<file path="config.mk">
export PLATFORM = sky130hd
export DESIGN_NAME = hdmi_tmds_rx
export DESIGN_NICKNAME = d
export VERILOG_FILES = /design/src/rtl/hdmi_pkg.sv /design/src/rtl/hdmi_tmds_rx_aligner.sv /design/src/rtl/hdmi_tmds_rx.sv
export SDC_FILE = /design/constraint.sdc
export NUM_CORES = 1
export LEC_CHECK = 0
export CAP_MARGIN = 20
export CORE_MARGIN = 2
export CORE_UTILIZATION = 60
export CTS_CLUSTER_DIAMETER = 150
export DETAILED_ROUTE_END_ITERATION = 8
export HOLD_SLACK_MARGIN = 0.12
export PLACE_DENSITY = 0.85
export SLEW_MARGIN = 20
export SYNTH_ARGS = -nofsm -noshare
export SYNTH_HDL_FRONTEND = slang
export SYNTH_SLANG_ARGS = --single-unit
</file>
<file path="constraint.sdc">
create_clock -name clk -period 6.5 [get_ports clk]
set_input_delay 0.65 -clock clk [delete_from_list [all_inputs] [get_ports clk]]
set_output_delay 0.65 -clock clk [all_outputs]
set_load 0.02 [all_outputs]
</file>
<file path="src/rtl/hdmi_pkg.sv">
// Shared TMDS receive definitions: control tokens, TERC4 code table,
// alignment FSM states and word-level decode helpers.
// TERC4 lookup is only used when HDMI_RX_TERC4_EN is defined.
package hdmi_pkg;

    // Control tokens, named by {C1,C0}
    localparam logic [9:0] CTRL_TOKEN_00 = 10'b1101010100;
    localparam logic [9:0] CTRL_TOKEN_01 = 10'b0010101011;
    localparam logic [9:0] CTRL_TOKEN_10 = 10'b0101010100;
    localparam logic [9:0] CTRL_TOKEN_11 = 10'b1010101011;

    // TERC4 code words indexed by nibble value
    localparam logic [9:0] TERC4_TABLE [16] = '{
        10'b1010011100, 10'b1001100011, 10'b1011100100, 10'b1011100010,
        10'b0101110001, 10'b0100011110, 10'b0110001110, 10'b0100111100,
        10'b1011001100, 10'b0100111001, 10'b0110011100, 10'b1011000110,
        10'b1010001110, 10'b1001110001, 10'b0101100011, 10'b1011000011
    };

    typedef enum logic [1:0] {
        SEARCH = 2'd0,
        SLIP   = 2'd1,
        LOCKED = 2'd2
    } tmds_align_state_t;

    function automatic logic tmds_is_token(input logic [9:0] w);
        logic hit;
        case (w)
            CTRL_TOKEN_00, CTRL_TOKEN_01,
            CTRL_TOKEN_10, CTRL_TOKEN_11: hit = 1'b1;
            default:                      hit = 1'b0;
        endcase
        return hit;
    endfunction

    // {C1,C0} carried by a control token; 0 for any other word
    function automatic logic [1:0] tmds_ctrl_code(input logic [9:0] w);
        logic [1:0] c;
        case (w)
            CTRL_TOKEN_01: c = 2'b01;
            CTRL_TOKEN_10: c = 2'b10;
            CTRL_TOKEN_11: c = 2'b11;
            default:       c = 2'b00;
        endcase
        return c;
    endfunction

    // Undo the XOR/XNOR transition chain and optional inversion
    function automatic logic [7:0] tmds_decode8(input logic [9:0] w);
        logic [7:0] d;
        logic [7:0] q;
        d    = w[9] ? ~w[7:0] : w[7:0];
        q[0] = d[0];
        for (int i = 1; i < 8; i++) begin
            q[i] = w[8] ? (d[i] ^ d[i-1]) : ~(d[i] ^ d[i-1]);
        end
        return q;
    endfunction

    // {hit, nibble}; nibble is 0 when the word is not a TERC4 code
    function automatic logic [4:0] tmds_terc4_lookup(input logic [9:0] w);
        logic [4:0] r;
        r = '0;
        for (int i = 0; i < 16; i++) begin
            if (w == TERC4_TABLE[i]) r = {1'b1, 4'(i)};
        end
        return r;
    endfunction

endpackage

</file>
<file path="src/rtl/hdmi_tmds_rx_aligner.sv">
// Per-channel word aligner: watches the raw word stream for control tokens,
// requests single-bit slips while unaligned and reports lock.
module tmds_channel_aligner
    import hdmi_pkg::*;
#(
    parameter int LOCK_TOKENS  = 16,
    parameter int SEARCH_WORDS = 2048,
    parameter int SLIP_WAIT    = 8,
    parameter int MAX_GAP      = 4096
) (
    input  logic       clk_i,
    input  logic       rst_i,
    input  logic [9:0] word_i,
    input  logic       valid_i,
    output logic       token_o,
    output logic       bitslip_o,
    output logic       locked_o
);

    localparam int GAP_TOP = (SEARCH_WORDS > MAX_GAP) ? SEARCH_WORDS : MAX_GAP;
    localparam int TOK_W   = $clog2(LOCK_TOKENS + 1);
    localparam int GAP_W   = $clog2(GAP_TOP + 1);
    localparam int SLIP_W  = $clog2(SLIP_WAIT + 1);

    localparam logic [TOK_W-1:0]  TOK_LAST  = TOK_W'(LOCK_TOKENS - 1);
    localparam logic [TOK_W-1:0]  TOK_FULL  = TOK_W'(LOCK_TOKENS);
    localparam logic [GAP_W-1:0]  SRCH_LAST = GAP_W'(SEARCH_WORDS - 1);
    localparam logic [GAP_W-1:0]  GAP_LAST  = GAP_W'(MAX_GAP - 1);
    localparam logic [SLIP_W-1:0] SLIP_LAST = SLIP_W'(SLIP_WAIT - 1);

    tmds_align_state_t state_q, state_d;
    logic [TOK_W-1:0]  tok_cnt_q, tok_cnt_d;
    logic [GAP_W-1:0]  gap_cnt_q, gap_cnt_d;
    logic [SLIP_W-1:0] slip_cnt_q, slip_cnt_d;
    logic              bitslip_q, bitslip_d;
    logic              tok_q;
    logic              vld_q;

    // Register token flag and valid so the FSM sees the same word as the decode stage
    always_ff @(posedge clk_i) begin
        if (rst_i) begin
            tok_q <= 1'b0;
            vld_q <= 1'b0;
        end else begin
            tok_q <= tmds_is_token(word_i);
            vld_q <= valid_i;
        end
    end

    // FSM state, counters and slip pulse registers
    always_ff @(posedge clk_i) begin
        if (rst_i) begin
            state_q    <= SEARCH;
            tok_cnt_q  <= '0;
            gap_cnt_q  <= '0;
            slip_cnt_q <= '0;
            bitslip_q  <= 1'b0;
        end else begin
            state_q    <= state_d;
            tok_cnt_q  <= tok_cnt_d;
            gap_cnt_q  <= gap_cnt_d;
            slip_cnt_q <= slip_cnt_d;
            bitslip_q  <= bitslip_d;
        end
    end

    // Next-state logic; counters stop at their thresholds because the state leaves there
    always_comb begin
        state_d    = state_q;
        tok_cnt_d  = tok_cnt_q;
        gap_cnt_d  = gap_cnt_q;
        slip_cnt_d = slip_cnt_q;
        bitslip_d  = 1'b0;
        case (state_q)
            SEARCH: begin
                if (vld_q) begin
                    if (tok_q) begin
                        // a token always beats a pending gap threshold
                        gap_cnt_d = '0;
                        if (tok_cnt_q == TOK_LAST) begin
                            tok_cnt_d = TOK_FULL;
                            state_d   = LOCKED;
                        end else begin
                            tok_cnt_d = tok_cnt_q + 1'b1;
                        end
                    end else begin
                        tok_cnt_d = '0;
                        if (gap_cnt_q == SRCH_LAST) begin
                            gap_cnt_d  = '0;
                            slip_cnt_d = '0;
                            bitslip_d  = 1'b1;
                            state_d    = SLIP;
                        end else begin
                            gap_cnt_d = gap_cnt_q + 1'b1;
                        end
                    end
                end
            end
            SLIP: begin
                // words arriving while the deserialiser settles are ignored
                if (slip_cnt_q == SLIP_LAST) begin
                    slip_cnt_d = '0;
                    tok_cnt_d  = '0;
                    gap_cnt_d  = '0;
                    state_d    = SEARCH;
                end else begin
                    slip_cnt_d = slip_cnt_q + 1'b1;
                end
            end
            LOCKED: begin
                if (vld_q) begin
                    if (tok_q) begin
                        gap_cnt_d = '0;
                    end else if (gap_cnt_q == GAP_LAST) begin
                        // lost tokens: re-search at the current phase, no slip
                        gap_cnt_d = '0;
                        tok_cnt_d = '0;
                        state_d   = SEARCH;
                    end else begin
                        gap_cnt_d = gap_cnt_q + 1'b1;
                    end
                end
            end
            default: begin
                state_d = SEARCH;
            end
        endcase
    end

    assign token_o   = tok_q;
    assign bitslip_o = bitslip_q;
    assign locked_o  = (state_q == LOCKED);

endmodule

</file>
<file path="src/rtl/hdmi_tmds_rx.sv">
// TMDS receive decoder top: per-channel aligners, two-stage decode pipeline,
// DE/sync generation. Optional TERC4 lookup enabled by HDMI_RX_TERC4_EN.
module hdmi_tmds_rx
    import hdmi_pkg::*;
#(
    parameter int NUM_CH       = 3,
    parameter int LOCK_TOKENS  = 16,
    parameter int SEARCH_WORDS = 2048,
    parameter int SLIP_WAIT    = 8,
    parameter int MAX_GAP      = 4096
) (
    input  logic                 clk,
    input  logic                 rst,
    input  logic [NUM_CH*10-1:0] tmds_word,
    input  logic                 word_valid,
    output logic [NUM_CH-1:0]    bitslip,
    output logic [NUM_CH-1:0]    ch_locked,
    output logic                 all_locked,
    output logic [NUM_CH*8-1:0]  pix_data,
    output logic [NUM_CH*2-1:0]  ctrl,
    output logic                 de,
    output logic                 hsync,
    output logic                 vsync,
    output logic                 out_valid,
    output logic [NUM_CH*4-1:0]  terc4,
    output logic [NUM_CH-1:0]    terc4_hit
);

    logic [NUM_CH-1:0]    tok_p0;
    logic [NUM_CH*10-1:0] word_p0;
    logic                 vld_p0;
    logic [NUM_CH*8-1:0]  dec_p0;
    logic [NUM_CH*2-1:0]  code_p0;
    logic                 de_p0;

    logic                 vld_p1;
    logic                 de_p1;
    logic [NUM_CH*8-1:0]  pix_p1;
    logic [NUM_CH*2-1:0]  ctrl_p1;

    for (genvar n = 0; n < NUM_CH; n++) begin : g_ch
        tmds_channel_aligner #(
            .LOCK_TOKENS  (LOCK_TOKENS),
            .SEARCH_WORDS (SEARCH_WORDS),
            .SLIP_WAIT    (SLIP_WAIT),
            .MAX_GAP      (MAX_GAP)
        ) u_align (
            .clk_i     (clk),
            .rst_i     (rst),
            .word_i    (tmds_word[10*n +: 10]),
            .valid_i   (word_valid),
            .token_o   (tok_p0[n]),
            .bitslip_o (bitslip[n]),
            .locked_o  (ch_locked[n])
        );
    end

    assign all_locked = &ch_locked;

    // ---- stage p0: capture input words ----
    // Valid strobe for stage p0
    always_ff @(posedge clk) begin
        if (rst) vld_p0 <= 1'b0;
        else     vld_p0 <= word_valid;
    end

    // Input word register; holds while word_valid is low
    always_ff @(posedge clk) begin
        if (word_valid) word_p0 <= tmds_word;
    end

    // Per-channel data decode and control code extraction
    always_comb begin
        dec_p0  = '0;
        code_p0 = '0;
        for (int i = 0; i < NUM_CH; i++) begin
            dec_p0[8*i +: 8]  = tmds_decode8(word_p0[10*i +: 10]);
            code_p0[2*i +: 2] = tmds_ctrl_code(word_p0[10*i +: 10]);
        end
    end

    assign de_p0 = all_locked & ~(|tok_p0);

    // ---- stage p1: output registers ----
    // ctrl updates only on tokens, pixel data only in the video period
    always_ff @(posedge clk) begin
        if (rst) begin
            vld_p1  <= 1'b0;
            de_p1   <= 1'b0;
            ctrl_p1 <= '0;
            pix_p1  <= '0;
        end else begin
            vld_p1 <= vld_p0;
            if (vld_p0) begin
                de_p1 <= de_p0;
                for (int i = 0; i < NUM_CH; i++) begin
                    if (tok_p0[i]) ctrl_p1[2*i +: 2] <= code_p0[2*i +: 2];
                end
                if (de_p0) pix_p1 <= dec_p0;
            end
        end
    end

`ifdef HDMI_RX_TERC4_EN
    logic [NUM_CH*4-1:0] t4_p0;
    logic [NUM_CH-1:0]   t4_hit_p0;
    logic [NUM_CH*4-1:0] t4_p1;
    logic [NUM_CH-1:0]   t4_hit_p1;

    // TERC4 table match for each channel word
    always_comb begin
        t4_p0     = '0;
        t4_hit_p0 = '0;
        for (int i = 0; i < NUM_CH; i++) begin
            {t4_hit_p0[i], t4_p0[4*i +: 4]} = tmds_terc4_lookup(word_p0[10*i +: 10]);
        end
    end

    // TERC4 result registered alongside pixel data
    always_ff @(posedge clk) begin
        if (rst) begin
            t4_p1     <= '0;
            t4_hit_p1 <= '0;
        end else if (vld_p0) begin
            t4_p1     <= t4_p0;
            t4_hit_p1 <= t4_hit_p0;
        end
    end

    assign terc4     = t4_p1;
    assign terc4_hit = t4_hit_p1;
`else
    assign terc4     = '0;
    assign terc4_hit = '0;
`endif

    assign pix_data  = pix_p1;
    assign ctrl      = ctrl_p1;
    assign de        = de_p1;
    assign hsync     = ctrl_p1[0];
    assign vsync     = ctrl_p1[1];
    assign out_valid = vld_p1;

endmodule

</file>
==> flow_summary.yaml, run 1 <==
outcome:
  status: "finished, final reports clean"
grt:
  antenna_found_initial: 0
  gr-total-overflow: 0
  first_global_vias: 5560
  grt_max_degree: 80
  grt_pass1_wl_um: 25700
  grt.total_usage_pct: 24.8
die:
  start_util_pct: 62.0
  die_h_um: 113
  num_io_pins: 89
  die-area_um2: 12700
  core_um2: 11500
  die_w_um: 113
  core.rowCount: 39
setup_path:
  reg2reg_slack_ps: 3700
  reg2reg_from: "g_ch[2].u_align.state_q[0]"
  required_ps: 6850
  arrival_ps: 3140
  cp_slowest_cell: "a2111oi_4"
  cp_cell_sequence: "inv_1, ha_1, nor2b_1, a2111oi_4, nand2_2, or4_1, a21oi_1"
  crit_end: "g_ch[2].u_align.tok_cnt_q[3]"
  worstSetupStartpointType: "flop"
  r2r_end: "g_ch[2].u_align.tok_cnt_q[3]"
  worstSetupStartpoint: "g_ch[2].u_align.state_q[0]"
  crit_fanout: 15
  critPathKind: "flop to flop"
  endpoint_kind: "flop"
  slowest_delay_ps: 810
  r2r_cells: 7
pwr:
  p_total_mw: 2.01
  irDropWorstVdd_uv: 222
  p_per_area_nw_per_um2: 239
  leakagePower_nw: 2.90
placed_design:
  dp_hpwl_um: 10800
  place_area_um2: 7800
  place_ws_ps: 3730
  io_buffers: 73
  gp_congestion: 0.876
synthesis:
  synthFlopType: "dfxtp_1"
  synth_edf_count: 30
  syn_inst: 755
  ys_async_sr_fraction_pct: 0
  synth_warnings: 0
  seq_area_frac_synth_pct: 43.9
  netlist_area_um2: 7110
  synth_seq_cells: 141
  avgSynthCellArea_um2: 9.41
  ys_types: 69
sta:
  finalCritPeriodShare_pct: 43.0
  worst_pin_slew_ps: 856
  finalHoldViolCount: 0
  worst_slew_margin_rel_pct: 42.9
  fin_setup_tns_ps: 0
  final.setup_skew_ps: 7.06
  setup_viol: 0
  finalMaxSlewViolations: 0
  whs_ps: 457
  grt_setup_unrepaired: "no"
  layout_setup_ws_ps: 3700
  fin_crit_ps: 2800
  fmax_ghz: 0.358
clock_network:
  ctsHoldBuffers: 0
  numCtsBuffers: 17
  cts_root_buf: "clkbuf_16"
  cts_tree: "done"
  clk_latency_ps: 430
  clk_path_buf_depth: 2
  cts.repair.resized: 0
  clk_pin_slew_ps: 60
  cts.sinks: 141
  htreeDepth: 4
  post_cts_buffers: 0
drt:
  drtAntennaViolNets: 0
  firstDrtPassIters: 5
  vias: 5780
  drt_iter0_drc: 372
  drc: 0
  vias_per_cell: 5.98
  drt_wl_total_um: 15500
  routedWlPerCell_um: 16.0
finish:
  nNetsFinal: 867
  design_area_um2: 8380
  antenna_cells: 0
  drive_above_1_share_pct: 7.17
  area.growth.synth_to_final_pct: 17.9
min_path:
  worstHoldPathType: "flop to flop"
flow_run:
  maxCapViolCount: 0
[sequential cells by signal, indices dropped and copies added (netlist names)]
signal	flops
pix_data	24
g_ch.u_align.token_o	3
g_ch.u_align.bitslip_o	3
g_ch.u_align.state_q	6
g_ch.u_align.tok_cnt_q	15
out_valid	1
de	1
g_ch.u_align.gap_cnt_q	39
word_p0	30
g_ch.u_align.vld_q	1
g_ch.u_align.slip_cnt_q	12
ctrl	6
[critical path, delay by kind of cell, from the launching register on]
family | cells | cell delay (ps)
flip-flops | 1 | 380
buffers and inverters | 1 | 80
AO/OA/AOI/OAI | 2 | 970
AND/OR/NAND/NOR | 3 | 1020
adder cells (fa/ha/maj) | 1 | 280
[placed cells by master (no fill, tap or decap), types with 6 or more instances in the layout]
| master | netlist | layout |
|---|---|---|
| dfxtp_1 | 111 | 111 |
| nor2_1 | 89 | 89 |
| clkdlybuf4s50_1 | 0 | 72 |
| nand2_1 | 42 | 42 |
| a21oi_1 | 37 | 37 |
| xor2_1 | 36 | 36 |
| xnor2_1 | 35 | 35 |
| edfxtp_1 | 30 | 30 |
| nand3_1 | 27 | 27 |
| nand4_1 | 26 | 26 |
| a211oi_1 | 26 | 26 |
| ha_1 | 24 | 24 |
| inv_1 | 23 | 23 |
| clkbuf_16 | 0 | 17 |
| o21ai_0 | 15 | 15 |
| conb_1 | 1 | 15 |
| nor3_1 | 14 | 14 |
| and3_1 | 12 | 12 |
| nor2b_1 | 9 | 9 |
| nand3b_1 | 9 | 9 |
| and2_1 | 9 | 9 |
| a31oi_1 | 8 | 8 |
| nor4bb_1 | 8 | 8 |
| or3_1 | 7 | 7 |
| nand4bb_1 | 6 | 6 |
| nand2b_1 | 6 | 6 |
| nor3b_1 | 6 | 6 |
| mux2i_1 | 6 | 6 |
| nand4b_1 | 6 | 6 |
| buf_4 | 23 | 6 |
[worst min-delay path by stage]
stage                                             from                      endpoint  depth (start not counted)
after detailed placement  g_ch[2].u_align.tok_cnt_q[4]  g_ch[2].u_align.tok_cnt_q[4]                          2
after floorplan           g_ch[2].u_align.tok_cnt_q[4]  g_ch[2].u_align.tok_cnt_q[4]                          2
final                     g_ch[2].u_align.tok_cnt_q[4]  g_ch[2].u_align.tok_cnt_q[4]                          2
after global routing      g_ch[2].u_align.tok_cnt_q[4]  g_ch[2].u_align.tok_cnt_q[4]                          2
after CTS                 g_ch[2].u_align.tok_cnt_q[4]  g_ch[2].u_align.tok_cnt_q[4]                          2
after global placement    g_ch[2].u_align.tok_cnt_q[4]  g_ch[2].u_align.tok_cnt_q[4]                          2
[synth_stat cells, drive strengths merged, types with 7 or more instances]
master	number	share of area, %
xor2	36	4.4
buf	34	3.2
nor4bb	8	1.1
nand2	43	2.3
a31oi	8	0.70
inv	23	1.2
nand4	26	2.3
dfxtp	111	31
or3	7	0.62
a211oi	28	3.2
nor2	89	4.7
xnor2	35	4.3
and3	12	1.1
nand3	27	1.9
o21ai	15	1.1
edfxtp	30	13
clkbuf	23	1.2
nand3b	10	1.2
a21oi	37	2.6
nor2b	9	0.79
ha	24	4.2
and2	9	0.79
nor3	14	0.99
[area by class of cell]
class,count,area [um^2]
multi-input combinational,547,3640
inverter,24,90.1
timing repair buffer,79,771
clock buffer,17,425
fill,795,3090
sequential,141,3120
tap,143,179
clock inverter,15,150
[through the flow]
stage / cells / util, %
after CTS: 966 / 73.1
after global placement: 934 / 68.1
after detailed placement: 934 / 68.1
final: 966 / 73.1
after floorplan: 769 / -
after global routing: 966 / 73.1
[kinds of logic after synthesis]
family / Yosys count / share of synthesized area (%)
and+or+nand+nor: 304 / 23.7
AOI/OAI and AO/OA: 126 / 12.7
buffers and inverters: 81 / 5.65
adders and majority gates: 24 / 4.22
DFF: 141 / 43.9
muxes: 7 / 1.00
xor gates and xnor gates: 71 / 8.75
other: 1 / 0.0528
[where the power goes]
group	internal [mW]	switching, mW
sequential	0.917	0.0246
combinational	0.0612	0.0678
clock	0.561	0.374
[layer usage]
metal  up-vias  wire, um  track usage (%)
met1      2743      6570             30.3
met5         -         0                0
met3        32      1020             6.11
met4         0       325             10.7
li1       2798         -                -
met2       207      7540             41.9
Power figures use the tool's default switching activity.
==> run 2, diff against run 1 <==
--- a/config.mk
+++ b/config.mk
@@ -7,11 +7,11 @@
 export LEC_CHECK = 0
 export CAP_MARGIN = 20
 export CORE_MARGIN = 2
-export CORE_UTILIZATION = 60
+export CORE_UTILIZATION = 50
 export CTS_CLUSTER_DIAMETER = 150
 export DETAILED_ROUTE_END_ITERATION = 8
 export HOLD_SLACK_MARGIN = 0.12
-export PLACE_DENSITY = 0.85
+export PLACE_DENSITY = 0.76
 export SLEW_MARGIN = 20
 export SYNTH_ARGS = -nofsm -noshare
 export SYNTH_HDL_FRONTEND = slang
==> constraint.sdc (replaced) <==
create_clock -name clk -period 2.3 [get_ports clk]
set_input_delay 0.23 -clock clk [delete_from_list [all_inputs] [get_ports clk]]
set_output_delay 0.23 -clock clk [all_outputs]
set_load 0.02 [all_outputs]
==> run 2 against run 1 <==
Sequential share of layout area shrank 1.2 points; critical endpoint is now g_ch[2].u_align.tok_cnt_q[2]; via count is 0.61% lower; largest power group unchanged; total power rose to 2.8 times the previous value; first-iteration DRC count increased by 5.1%; cell count grew 6.6%.
==> flow_summary.yaml, run 2 (synthesis gave the netlist of run 1 again) <==
pwr:
  p_int_mw: 4.28
  p_sw_share_pct: 24.2
  p_per_area_nw_per_um2: 653
  leakagePower_nw: 3.06
  comb_power_share_pct: 6.9
  p_clk_share_pct: 46.1
  pwr-share-seq_pct: 47.1
  power.switching_mw: 1.36
  irDropWorstVdd_uv: 493
setup_path:
  cp_cell_sequence: "inv_1, ha_1, nor2b_1, a2111oi_4, nand2_2, or4_1, a21oi_1"
  crit_family: "simple AND/OR/NAND/NOR gates"
  endpoint_kind: "flop"
  required_ps: 2650
  arrival_ps: 2550
  worstSetupStartpointType: "flop"
  slowest_delay_ps: 520
  critPathBufInv: 1
  cp_slowest_cell: "or4_1"
  crit_fanout: 8
  critPathKind: "flop to flop"
drt:
  vias: 5745
  drt_iter0_drc: 391
  vias_per_cell: 5.58
  routedWlPerCell_um: 15.5
  drtAntennaViolNets: 0
  drt_wl_total_um: 15900
  firstDrtPassIters: 5
  drc: 0
clock_network:
  numCtsBuffers: 17
  htreeDepth: 4
  cts.sinks: 141
  cts_root_buf: "clkbuf_16"
  ctsHoldBuffers: 0
  clk_path_buf_depth: 2
  clk_pin_slew_ps: 60
  cts_tree: "done"
  clk_latency_ps: 430
finish:
  final_cell_mix: "dfxtp_1 (111), nor2_1 (89), clkdlybuf4s50_1 (71)"
  fillers: 1125
  drive_above_1_share_pct: 10.4
  area.growth.synth_to_final_pct: 21.7
  top_register: "g_ch.u_align.gap_cnt_q"
  largest_reg_flops: 39
  design_area_um2: 8650
  final_common_cell: "dfxtp_1"
  antenna_cells: 0
  stdcell_count: 1030
  final_util_pct: 62.3
  nNetsFinal: 894
placed_design:
  gp_congestion: 0.912
  io_buffers: 73
  place_area_um2: 8050
  dp_hpwl_um: 11500
  dp.cells: 994
  place_ws_ps: 56.4
grt:
  grt.total_usage_pct: 21.9
  antenna_found_initial: 0
  grt_max_degree: 79
  met2_usage_pct: 37.3
  grt_pass1_wl_um: 26300
  grt_most_used_layer: "met2"
  grt_use_met3_pct: 5.67
  gr-total-overflow: 0
  first_global_vias: 5586
  grtUsageMet1_pct: 26.6
sta:
  finalHoldViolCount: 0
  fin_crit_ps: 2200
  worst_slew_margin_rel_pct: 65.8
  setup_viol: 0
  fmax_ghz: 0.454
  final.setup_skew_ps: 6.57
  layout_setup_ws_ps: 95.5
  worst_pin_slew_ps: 506
  finalMaxSlewViolations: 0
  finalCritPeriodShare_pct: 95.8
die:
  die_h_um: 123
  core_um2: 13900
  num_io_pins: 89
  die_w_um: 123
  die-area_um2: 15200
  core.rowCount: 43
  start_util_pct: 51.2
flow_run:
  maxCapViolCount: 0
outcome:
  status: "finished, final reports clean"
min_path:
  worstHoldPathType: "input pin to flop"
-- run 2: cell count changes in the layout (fill, tap and decap cells not counted), sizes merged --
| cell | change |
|---|---|
| clkinvlp | -1 |
| dlymetal6s2s | +1 |
| inv | +6 |
| clkinv | -5 |
| bufinv | -1 |
| buf | +27 |
| clkbuf | +1 |
| clkdlybuf4s50 | -1 |
-- run 2: final cells by class --
class,count,area (um^2),share of cell area (%)
clock buffer,18,429,4.96
clock inverter,14,134,1.55
inverter,24,90.1,1.04
multi-input combinational,547,3650,42.1
sequential,141,3120,36.1
tap,180,225,2.60
timing repair buffer,106,1000,11.6
-- run 2: timing repair --
item                       4_1_cts  5_1_grt
resized for setup                0        3
setup endpoints to repair        0       11
setup buffers                    0        4
-- run 2: final timing paths --
check | slack [ps] | cells past startpoint | to | startpoint
setup / recovery | 100 | 7 | g_ch[2].u_align.tok_cnt_q[2] | g_ch[2].u_align.state_q[0]
hold / removal | 320 | 3 | g_ch[0].u_align.slip_cnt_q[0] | rst
setup reg to reg | 100 | 7 | g_ch[2].u_align.tok_cnt_q[2] | g_ch[2].u_align.state_q[0]
hold reg to reg | 470 | 2 | g_ch[2].u_align.tok_cnt_q[1] | g_ch[2].u_align.tok_cnt_q[1]
-- run 2: routing by layer --
layer / vias to the layer above / part of all wire [%]
met5: - / 0
met4: 0 / 1.6
met2: 134 / 50
met1: 2738 / 44
li1: 2853 / -
met3: 20 / 4.3
-- run 2: metrics by stage --
stage | power (mW) | hold slack (ps) | setup TNS, ps
3_3_place_gp | 3.07 | 441 | 0
6_report | 5.65 | 321 | 0
5_1_grt | 5.84 | 324 | -14.0
3_5_place_dp | 3.09 | 468 | 0
4_1_cts | 5.69 | 304 | 0
2_1_floorplan | 2.96 | 329 | 0
-- run 2: worst register-to-register path: stages (launching register included) --
cell and delay, ps:
dfxtp_1 370, inv_1 80, ha_1 200, nor2b_1 160, a2111oi_4 440, nand2_2 180
or4_1 520, a21oi_1 180
-- run 2: power groups by stage --
stage          sequential [mW]  combinational, mW  clock, mW
6_report                  2.66              0.388       2.60
5_1_grt                   2.66              0.426       2.75
4_1_cts                   2.66              0.382       2.65
3_5_place_dp              2.71              0.378          0
3_3_place_gp              2.70              0.368          0
2_1_floorplan             2.69              0.272          0
==> RTL change: new RTL, flow settings as in run 2 <==
Add a define of `HDMI_RX_TERC4_EN`.
--- a/src/rtl/hdmi_tmds_rx.sv
+++ b/src/rtl/hdmi_tmds_rx.sv
@@ -1,5 +1,7 @@
 // TMDS receive decoder top: per-channel aligners, two-stage decode pipeline,
 // DE/sync generation. Optional TERC4 lookup enabled by HDMI_RX_TERC4_EN.
+`define HDMI_RX_TERC4_EN
+
 module hdmi_tmds_rx
     import hdmi_pkg::*;
 #(
Formal check against the unedited RTL: not equivalent (Yosys sat finds a counterexample within 4 cycles, from zero or initial values and one cycle with rst high).
==> RTL change against run 2 <==
  * Synthesized cell count rose by 28%
  * Total power rose by 11%
  * Sequential cell count grew 15
  * Non-clock buffer count is 19 higher
  * Final cell count increased by 26%
  * Setup slack better by 0.045 ns
  * Maximum frequency increased by 2.1%
  * Critical path depth shrank 1
  * Area after synthesis up 23%
  * Routed wire length is 25% higher
  * Cell area rose by 21%
  * First-iteration DRC count is 12% higher
  * Die area grew 23%
==> RTL change: results (changes against run 2) <==
Logic synthesis
  – Synthesized instance count: 969 (+28%)
  – Synth cell count leaders: dfxtp_1 (126), nor2_1 (91), nand2_1 (64), ha_1 (44), nand4_1 (41)
  – Area contributors post-synth: dfxtp_1 (29%), edfxtp_1 (10%), ha_1 (6.3%), nor2_1 (3.9%), xnor2_1 (3.8%)
  – Sequential fraction of the synthesis area: 39.0% (-4.9 points)
  – Synth cell types: 91 (+32%)

Place
  – RePlAce Congestion: 0.870 (-4.7%)
  – PortBufs: 88 (+21%)
  – Hpwl dp: 14400 µm (+25%)
  – Area after DPL: 9920 µm² (+23%)
  – Placed Cells: 1260 (+27%)

Global route
  – Total GRT Usage: 22.2% (+0.31 points)
  – First-pass GRT wire length: 33500 µm (+27%)
  – Largest net degree at the start of global routing: 62 (-22%)
  – Vias in the first global route: 7141 (+28%)

Setup path
  – Worst EP arrival: 2.51 ns (-0.04 ns)
  – Crit path largest cell delay: 0.39 ns (-0.13 ns)
  – Slowest-stage cell, CP: a221o_1

Power and ir drop
  – Pleak: 3.76 nW (+23%)
  – Switch share: 25.3% (+1.1 points)
  – Maximum vdd drop: 0.508 mV (+3.1%)

Outcome
  – Status: completed

Drt
  – Pre-Repair DR Iteration Count: 5 (unchanged)
  – Drt initial violations: 436 (+12%)
  – Routed wire length: 19900 µm (+25%)
  – Wirelength per Cell: 15.4 µm (-0.72%)

Finish
  – Final #Nets: 1132 (+27%)
  – Ratio of cells with drive above 1 in the final layout: 9.74% (-0.62 points)
  – Layout filler cell count: 1467 (+30%)

Clock network
  – Clock Path Buffers: 2 (unchanged)
  – CTS root buf: clkbuf_16

STA
  – Worst Tran Pin Value: 0.507 ns (+0.000393 ns)
-- RTL change: power by group through the flow --
stage          logic [W]  clock network [W]  registers, W
2_1_floorplan   0.000408                  0       0.00298
3_3_place_gp    0.000613                  0       0.00301
3_5_place_dp    0.000621                  0       0.00301
4_1_cts         0.000626            0.00274       0.00295
5_1_grt         0.000684            0.00287       0.00296
6_report        0.000626            0.00269       0.00295
-- RTL change: area by class of cell --
class	instances	area [µm²]	share of cell area, %
clock buffers	20	447	4.25
clock inverters	12	114	1.08
inverters	37	139	1.32
multi-input cells	718	4930	46.9
flip-flops and latches	156	3420	32.6
well taps	225	282	2.68
repair buffers	125	1180	11.2
-- RTL change: path summary, 6_finish.rpt --
kind,start,end,slack (ns),depth (start not counted)
worst max-delay path,g_ch[2].u_align.slip_cnt_q[0],g_ch[2].u_align.tok_cnt_q[4],0.14,6
worst min-delay path,tmds_word[19],word_p0[19],0.36,1
worst max register to register,g_ch[2].u_align.slip_cnt_q[0],g_ch[2].u_align.tok_cnt_q[4],0.14,6
worst min register to register,g_ch[1].u_align.tok_cnt_q[4],g_ch[1].u_align.tok_cnt_q[4],0.45,2
-- RTL change: worst max-delay path, delay by kind of cell (launching register included) --
family / cells / cell delay [ns]
AOI/OAI and AO/OA: 3 / 0.91
adders and majority gates: 1 / 0.26
DFF: 1 / 0.38
and+or+nand+nor: 2 / 0.53
-- RTL change: logic make-up after synthesis --
group                    share of synthesized area [%]
buffers and inverters                             5.06
AND/OR/NAND/NOR                                   26.0
flip-flops                                        39.0
AO/OA/AOI/OAI                                     14.8
adder cells (fa/ha/maj)                           6.27
XOR/XNOR                                          6.89
multiplexers                                      1.95
-- RTL change: per-layer routing --
metal	vias up	GRT usage (%)	part of all wire, %
met3	22	5.03	4.2
li1	3699	-	-
met2	154	37.4	48
met5	-	0	0
met1	3529	28.2	46
met4	0	7.06	1.5
-- RTL change: metrics by stage --
stage | setup slack, ns | hold WS, ns | utilization [%]
2_1_floorplan | 0.145 | 0.329 | -
3_3_place_gp | 0.193 | 0.441 | 57.6
3_5_place_dp | 0.106 | 0.448 | 57.6
4_1_cts | 0.0592 | 0.343 | 60.9
5_1_grt | 0.0435 | 0.361 | 61.0
6_report | 0.140 | 0.359 | 61.0
-- RTL change: timing repair --
item,CTS,global route
buffers inserted,0,0
resized for setup,1,5
hold buffers,1,0
endpoints found under the hold margin,1,0
setup endpoints to repair,1,3
